File: config.mk
export PLATFORM = sky130hd
export DESIGN_NAME = mem_store_narrow
export DESIGN_NICKNAME = d
export VERILOG_FILES = /design/src/rtl/mem_store_narrow.sv
export SDC_FILE = /design/constraint.sdc
export NUM_CORES = 1
export LEC_CHECK = 0
export CAP_MARGIN = 20
export CELL_PAD_IN_SITES_DETAIL_PLACEMENT = 1
export CELL_PAD_IN_SITES_GLOBAL_PLACEMENT = 2
export CORE_ASPECT_RATIO = 2
export CORE_MARGIN = 3
export CORE_UTILIZATION = 26
export CTS_BUF_LIST = sky130_fd_sc_hd__clkbuf_2
export DETAILED_ROUTE_END_ITERATION = 8
export PLACE_DENSITY_LB_ADDON = 0.12
export SETUP_SLACK_MARGIN = 0.05
export SYNTH_ARGS = -nofsm -noshare
export SYNTH_HDL_FRONTEND = slang
export SYNTH_SLANG_ARGS = --single-unit
File: constraint.sdc
create_clock -name clk -period 3.3 [get_ports clk]
set_input_delay 0.66 -clock clk [delete_from_list [all_inputs] [get_ports clk]]
set_output_delay 0.66 -clock clk [all_outputs]
set_load 0.01 [all_outputs]
File: src/rtl/mem_store_narrow.sv
// ----------------------------------------------------------------------------
// mem_store_narrow
//   Store-side narrowing unit between the MEM stage and the data-memory port.
//   Turns a 32-bit store operand plus byte address and size into a
//   word-aligned memory write with lane-replicated data and byte enables.
//   Misaligned stores and the illegal size are rejected with a one-cycle
//   st_misalign pulse and never reach memory.
//
//   Optional feature macro: MEM_TIMEOUT_EN
//     defined   : a request left unacknowledged for TIMEOUT_CYCLES cycles is
//                 abandoned and reported with a one-cycle st_timeout pulse.
//     undefined : the unit waits for mem_ack indefinitely; st_timeout is 0.
//
//   Handshake: st_ready is high only in IDLE; a store is taken on a rising
//   edge where st_valid && st_ready. mem_req is held with stable
//   mem_addr/mem_wdata/mem_be until a rising edge samples mem_ack high.
//   mem_ack outside a request is ignored.
//
// Ports
//   clk          in   1   clock, rising edge
//   rst_n        in   1   asynchronous active-low reset
//   st_valid     in   1   store request from pipeline
//   st_ready     out  1   unit idle, store can be accepted
//   st_addr      in   32  byte address of store
//   st_data      in   32  store operand (low 8/16/32 bits used)
//   st_size      in   2   00 byte, 01 half, 10 word, 11 illegal
//   st_done      out  1   pulse: store committed
//   st_misalign  out  1   pulse: store rejected
//   st_timeout   out  1   pulse: store aborted without ack
//   mem_req      out  1   write request to data memory
//   mem_addr     out  32  word address
//   mem_wdata    out  32  lane-replicated write data
//   mem_be       out  4   byte enables, bit i = lane i
//   mem_ack      in   1   memory accepted the write
// ----------------------------------------------------------------------------
module mem_store_narrow #(
    parameter int TIMEOUT_CYCLES = 16
) (
    input  logic        clk,
    input  logic        rst_n,
    input  logic        st_valid,
    output logic        st_ready,
    input  logic [31:0] st_addr,
    input  logic [31:0] st_data,
    input  logic [1:0]  st_size,
    output logic        st_done,
    output logic        st_misalign,
    output logic        st_timeout,
    output logic        mem_req,
    output logic [31:0] mem_addr,
    output logic [31:0] mem_wdata,
    output logic [3:0]  mem_be,
    input  logic        mem_ack
);

    typedef enum logic [1:0] {
        IDLE = 2'd0,
        REQ  = 2'd1,
        ERR  = 2'd2
    } state_t;

    state_t state;
    state_t state_nxt;

    logic        accept;
    logic        misaligned;
    logic        expire;
    logic [31:0] narrow_wdata;
    logic [3:0]  narrow_be;
    logic        done_q;
    logic        timeout_q;

    assign accept = st_valid && (state == IDLE);

    always_comb begin
        misaligned = 1'b0;
        case (st_size)
            2'b00:   misaligned = 1'b0;
            2'b01:   misaligned = st_addr[0];
            2'b10:   misaligned = |st_addr[1:0];
            default: misaligned = 1'b1;
        endcase
    end

    // Data is replicated across all lanes so memory can pick any lane; the
    // byte enables select the lanes actually written.
    always_comb begin
        narrow_wdata = st_data;
        narrow_be    = 4'b0000;
        case (st_size)
            2'b00: begin
                narrow_wdata = {4{st_data[7:0]}};
                narrow_be    = 4'b0001 << st_addr[1:0];
            end
            2'b01: begin
                narrow_wdata = {2{st_data[15:0]}};
                narrow_be    = st_addr[1] ? 4'b1100 : 4'b0011;
            end
            2'b10: begin
                narrow_wdata = st_data;
                narrow_be    = 4'b1111;
            end
            default: begin
                narrow_wdata = st_data;
                narrow_be    = 4'b0000;
            end
        endcase
    end

`ifdef MEM_TIMEOUT_EN
    localparam int CW = $clog2(TIMEOUT_CYCLES + 1);
    logic [CW-1:0] wait_cnt;

    // wait_cnt holds the number of REQ cycles already spent without ack, so
    // the last allowed cycle is the one where it equals TIMEOUT_CYCLES-1.
    always_ff @(posedge clk or negedge rst_n) begin
        if (!rst_n) begin
            wait_cnt <= '0;
        end else if (accept) begin
            wait_cnt <= '0;
        end else if (state == REQ && !mem_ack) begin
            wait_cnt <= wait_cnt + 1'b1;
        end
    end

    // An ack on the final cycle takes priority over the timeout.
    assign expire = (state == REQ) && !mem_ack && (wait_cnt == CW'(TIMEOUT_CYCLES - 1));
`else
    logic unused_cfg;
    assign unused_cfg = (TIMEOUT_CYCLES == 0);
    assign expire     = 1'b0;
`endif

    always_comb begin
        state_nxt = state;
        case (state)
            IDLE: begin
                if (accept) begin
                    state_nxt = misaligned ? ERR : REQ;
                end
            end
            REQ: begin
                if (mem_ack || expire) begin
                    state_nxt = IDLE;
                end
            end
            ERR:     state_nxt = IDLE;
            default: state_nxt = IDLE;
        endcase
    end

    always_ff @(posedge clk or negedge rst_n) begin
        if (!rst_n) begin
            state <= IDLE;
        end else begin
            state <= state_nxt;
        end
    end

    // Address/data keep their last value after a store; enables are only
    // non-zero while the request is outstanding.
    always_ff @(posedge clk or negedge rst_n) begin
        if (!rst_n) begin
            mem_addr  <= '0;
            mem_wdata <= '0;
            mem_be    <= '0;
        end else if (accept) begin
            mem_addr  <= {st_addr[31:2], 2'b00};
            mem_wdata <= narrow_wdata;
            mem_be    <= misaligned ? 4'b0000 : narrow_be;
        end else if (state == REQ && state_nxt != REQ) begin
            mem_be    <= 4'b0000;
        end
    end

    always_ff @(posedge clk or negedge rst_n) begin
        if (!rst_n) begin
            done_q    <= 1'b0;
            timeout_q <= 1'b0;
        end else begin
            done_q    <= (state == REQ) && mem_ack;
            timeout_q <= expire;
        end
    end

    assign st_ready    = (state == IDLE);
    assign mem_req     = (state == REQ);
    assign st_misalign = (state == ERR);
    assign st_done     = done_q;
    assign st_timeout  = timeout_q;

endmodule
; Yosys cells after proc, flatten, opt, wreduce, memory -nomap -nowiden
; Index checks and enable logic that the tools add are counted.
[totals]
regBits = 69
in_bits = 70
elab_cells = 29
[op_classes]
n_eq_ne = 5
shifts = 1
muxes = 11
reduce_logical = 7
[ops]
columns = operator, n
row1 = $pmux 32 s2, 1
row2 = $mux 4, 4
row3 = $pmux 4 s3, 1
row4 = $mux 2, 3
row5 = $eq 2x1->1 const B, 2
row6 = $eq 2x2->1 const B, 2
row7 = $logic_not 2->1, 2
row8 = $pmux 2 s2, 1
row9 = $shl 1x2->4 const A, 1
row10 = $logic_and 1x1->1, 3
row11 = $pmux 1 s3, 1
row12 = $ne 2x1->1 const B, 1
row13 = $reduce_bool 2->1, 1
row14 = $reduce_or 2->1, 1

; Longest topological paths before layout
[logic_depth]
word_depth = 9
ltp_mapped = 5
ltp_nobuf = 3

; Worst setup path after synthesis
; OpenSTA, ideal clock, no wires.
[synth_timing]
path_type = in2reg
from = input port st_size[0]
to = register mem_wdata[27]
arrival_time_ns = 1.519
required_time_ns = 3.174
slack_ns = 1.655
stages = 5
n_path_buf = 2
cell_sequence = buf_2 > buf_2 > mux2_2 > mux2i_1 > o21ai_0
[synth_between]
elab_chain_cells = 2
[synth_rtl]
columns = element, line
row1 = from (decl), 45  ; input logic [1:0] st_size,
row2 = $eq 2x1->1 or $logic_not 2->1 (tied branches), 90  ; case (st_size)
row3 = $pmux 32 s2 *, 90
row4 = to (signal assigned), 169  ; mem_wdata <= narrow_wdata;
row5 = to (decl), 51  ; output logic [31:0] mem_wdata,
; Mark *: on every way between the ends. The rest lies on a longest branch, timed or not.
; A chain may end at the register's enable or synchronous reset.

; Worst setup path in the final report
[layout_timing]
from = register state[1]
to = output port mem_req
[layout_between]
elab_chain_cells = 1
[layout_rtl]
columns = element, line
row1 = from (decl), 62  ; state_t state;
row2 = from (signal assigned), 156  ; state <= state_nxt;
row3 = $eq 2x1->1, 187  ; assign mem_req = (state == REQ);
row4 = to (decl), 49  ; output logic mem_req,
; Every way passes these cells.

==> results.json <==
{
  "cts_max_level": 3,
  "yosys.area.top_type": "dfrtp_1",
  "clk_pin_slew_ns": 0.19,
  "worstPathArrival_ns": 1.78,
  "numCtsBuffers": 9,
  "setup_viol": 0,
  "cts_tree": "yes",
  "fmax_mhz": 409,
  "cts_max_path_buffers": 2,
  "synthTopCellsByArea": "dfrtp_1 (57%), nand2_1 (17%), mux2i_1 (8.3%)",
  "tns_ns": 0,
  "synth-xor-area-share": 0.00289,
  "crit_chain": "nand2b_1 > inv_1 > clkdlybuf4s50_1",
  "crit_type": "flop to primary output",
  "hold_viol": 0,
  "synth_top_area_frac": 0.570,
  "syn_area_um2": 3030,
  "grt_start_max_net_pins": 92,
  "initial_core_util": 0.267,
  "drive_gt1_frac": 0.0662,
  "clock_skew_ns": 0.0208,
  "ys_types": 24,
  "ir_drop_v": 0.000232,
  "final_common_cell": "nand2_1",
  "synth_edf_count": 0,
  "synth_seq_cells": 69,
  "dp.cells": 581,
  "cp_data_required_time_ns": 2.64,
  "dieArea_um2": 13100,
  "synth_seq_area_share": 0.570,
  "cts_root_buf": "clkbuf_2",
  "drcViolationCount": 0,
  "p_leak_nw": 2.11,
  "finalCriticalPeriod_ns": 2.44,
  "critPathCaptureType": "primary output",
  "dp_hpwl_mm": 6.78,
  "synth_area_per_cell_um2": 9.58,
  "globalRouteOverflowTotal": 0,
  "fill_cells": 1312,
  "synth_flop_cell": "dfrtp_1",
  "cts.sinks": 69,
  "yosysWarnings": 0,
  "synth-simple-area-share": 0.194,
  "place_congestion": 0.733,
  "io_buffers": 139,
  "fin_cells": 596,
  "cts_setup_buffers": 0,
  "antenna_found_initial": 1,
  "rsz0062_at_grt": "no",
  "fp.coreArea_um2": 11400,
  "fin_crit_sh": 0.740,
  "grt_pass1_vias": 2787,
  "grt_use_total": 0.147,
  "dieWidth_um": 82.3,
  "synthArstFlopShare": 1.00,
  "ctsResizeCount": 0,
  "setup.worst_path.start_class": "flop",
  "synth_top_family_by_area": "simple AND/OR/NAND/NOR gates",
  "chipHeight_um": 159,
  "netlist_instances": 316,
  "io_pins": 143,
  "powerDensity_nw_per_um2": 526,
  "antenna_violating_nets_post_route": 0,
  "wire_per_inst_um": 15.8,
  "hold_buffers": 0,
  "grt_pass1_wl_mm": 14.3,
  "clock_latency_ns": 0.49,
  "drt_iter0_drc": 144,
  "vias": 2616,
  "outcome": "complete, no violations",
  "syn_to_final_growth_pct": 51.0,
  "drt-total-wl_mm": 9.41,
  "slowest_delay_ns": 0.54,
  "crit_slowest_cell": "clkdlybuf4s50_1",
  "slew_violations": 0,
  "cap_viol_max_count": 0,
  "maxSlewHeadroom": 0.316,
  "avgViaCountPerCell": 4.39,
  "num_rows": 55,
  "synth.area.mux_share": 0.112,
  "worstHoldPathType": "primary input to asynchronous set/reset pin",
  "synth_compound_area_frac": 0.0723,
  "synthAdderAreaFrac": 0,
  "cp_max_fo": 9,
  "tightest_slew_ns": 1.03,
  "final_cell_mix": "nand2_1 (139), clkdlybuf4s50_1 (138), dfrtp_1 (69), o21ai_0 (33), mux2i_1 (25)",
  "first_pass_iters": 4,
  "nNetsFinal": 520
}
through the flow:
stage	hold slack [ns]	setup slack (ns)	instance area [um2]	power (mW)	utilization
floorplan	0.364	1.66	3040	1.49	-
global placement	0.459	0.820	4500	2.05	0.396
detailed placement	0.461	0.749	4500	2.07	0.396
CTS	0.239	0.760	4570	2.47	0.403
global route	0.251	0.656	4570	2.60	0.403
finish	0.247	0.857	4570	2.41	0.403
synth_stat cells (2+ instances only):
cell type,count
a21oi_1,2
nand2_1,139
mux2_2,8
nor3_1,2
o21ai_0,33
o31ai_2,2
mux2i_1,25
dfrtp_1,69
buf_6,4
nor2_1,2
nor2b_1,2
buf_2,12
buf_4,3
clkbuf_1,3
critical path: cells and delay by family, from the launching register on:
family / cells / cell delay [ns]
DFF: 1 / 0.50
buffers and inverters: 2 / 0.61
and+or+nand+nor: 1 / 0.20
kinds of logic after synthesis:
kind of cell | count (synthesis)
DFF | 69
other | 1
buffers and inverters | 23
xor gates and xnor gates | 1
muxes | 33
AOI/OAI and AO/OA | 39
and+or+nand+nor | 150
path summary, 6_finish.rpt:
check / from / endpoint / slack [ns] / cells past startpoint
hold reg to reg: mem_addr[2] / mem_addr[2] / 0.50 / 2
max in group asynchronous: rst_n / mem_wdata[29] / 2.43 / 1
min in group clk: mem_addr[2] / mem_addr[2] / 0.50 / 2
setup / recovery: state[1] / mem_req / 0.86 / 3
setup reg to reg: state[1] / mem_be[0] / 1.47 / 3
hold / removal: rst_n / mem_addr[6] / 0.25 / 1
power breakdown:
part	switching (mW)	leakage, nW	internal [mW]
clock	0.288	0.0490	0.0928
sequential	0.107	0.856	1.03
combinational	0.395	1.21	0.494
total	0.790	2.11	1.62
flip-flops by register name, indices dropped and copies added (netlist names):
| register | flops |
|---|---|
| mem_addr | 30 |
| mem_wdata | 32 |
| mem_be | 4 |
| st_done | 1 |
| state | 2 |
area by class of cell:
| cell class | instances | area (um2) | share of cell area |
|---|---|---|---|
| Inverter | 1 | 3.75 | 0.000821 |
| Multi-Input combinational cell | 226 | 1170 | 0.257 |
| Tap cell | 142 | 178 | 0.0389 |
| Antenna cell | 1 | 2.50 | 0.000547 |
| Clock buffer | 11 | 55.1 | 0.0120 |
| Timing Repair Buffer | 143 | 1420 | 0.310 |
| Clock inverter | 3 | 15.0 | 0.00328 |
| Sequential cell | 69 | 1730 | 0.378 |
layer usage:
layer,share of wire,vias to the layer above,GRT usage
met3,0.068,7,0.0396
met1,0.38,1244,0.160
li1,-,1277,-
met4,0.013,0,0.0571
met5,0,-,0
met2,0.54,88,0.261
No activity file was read; power rests on OpenSTA's default activity.
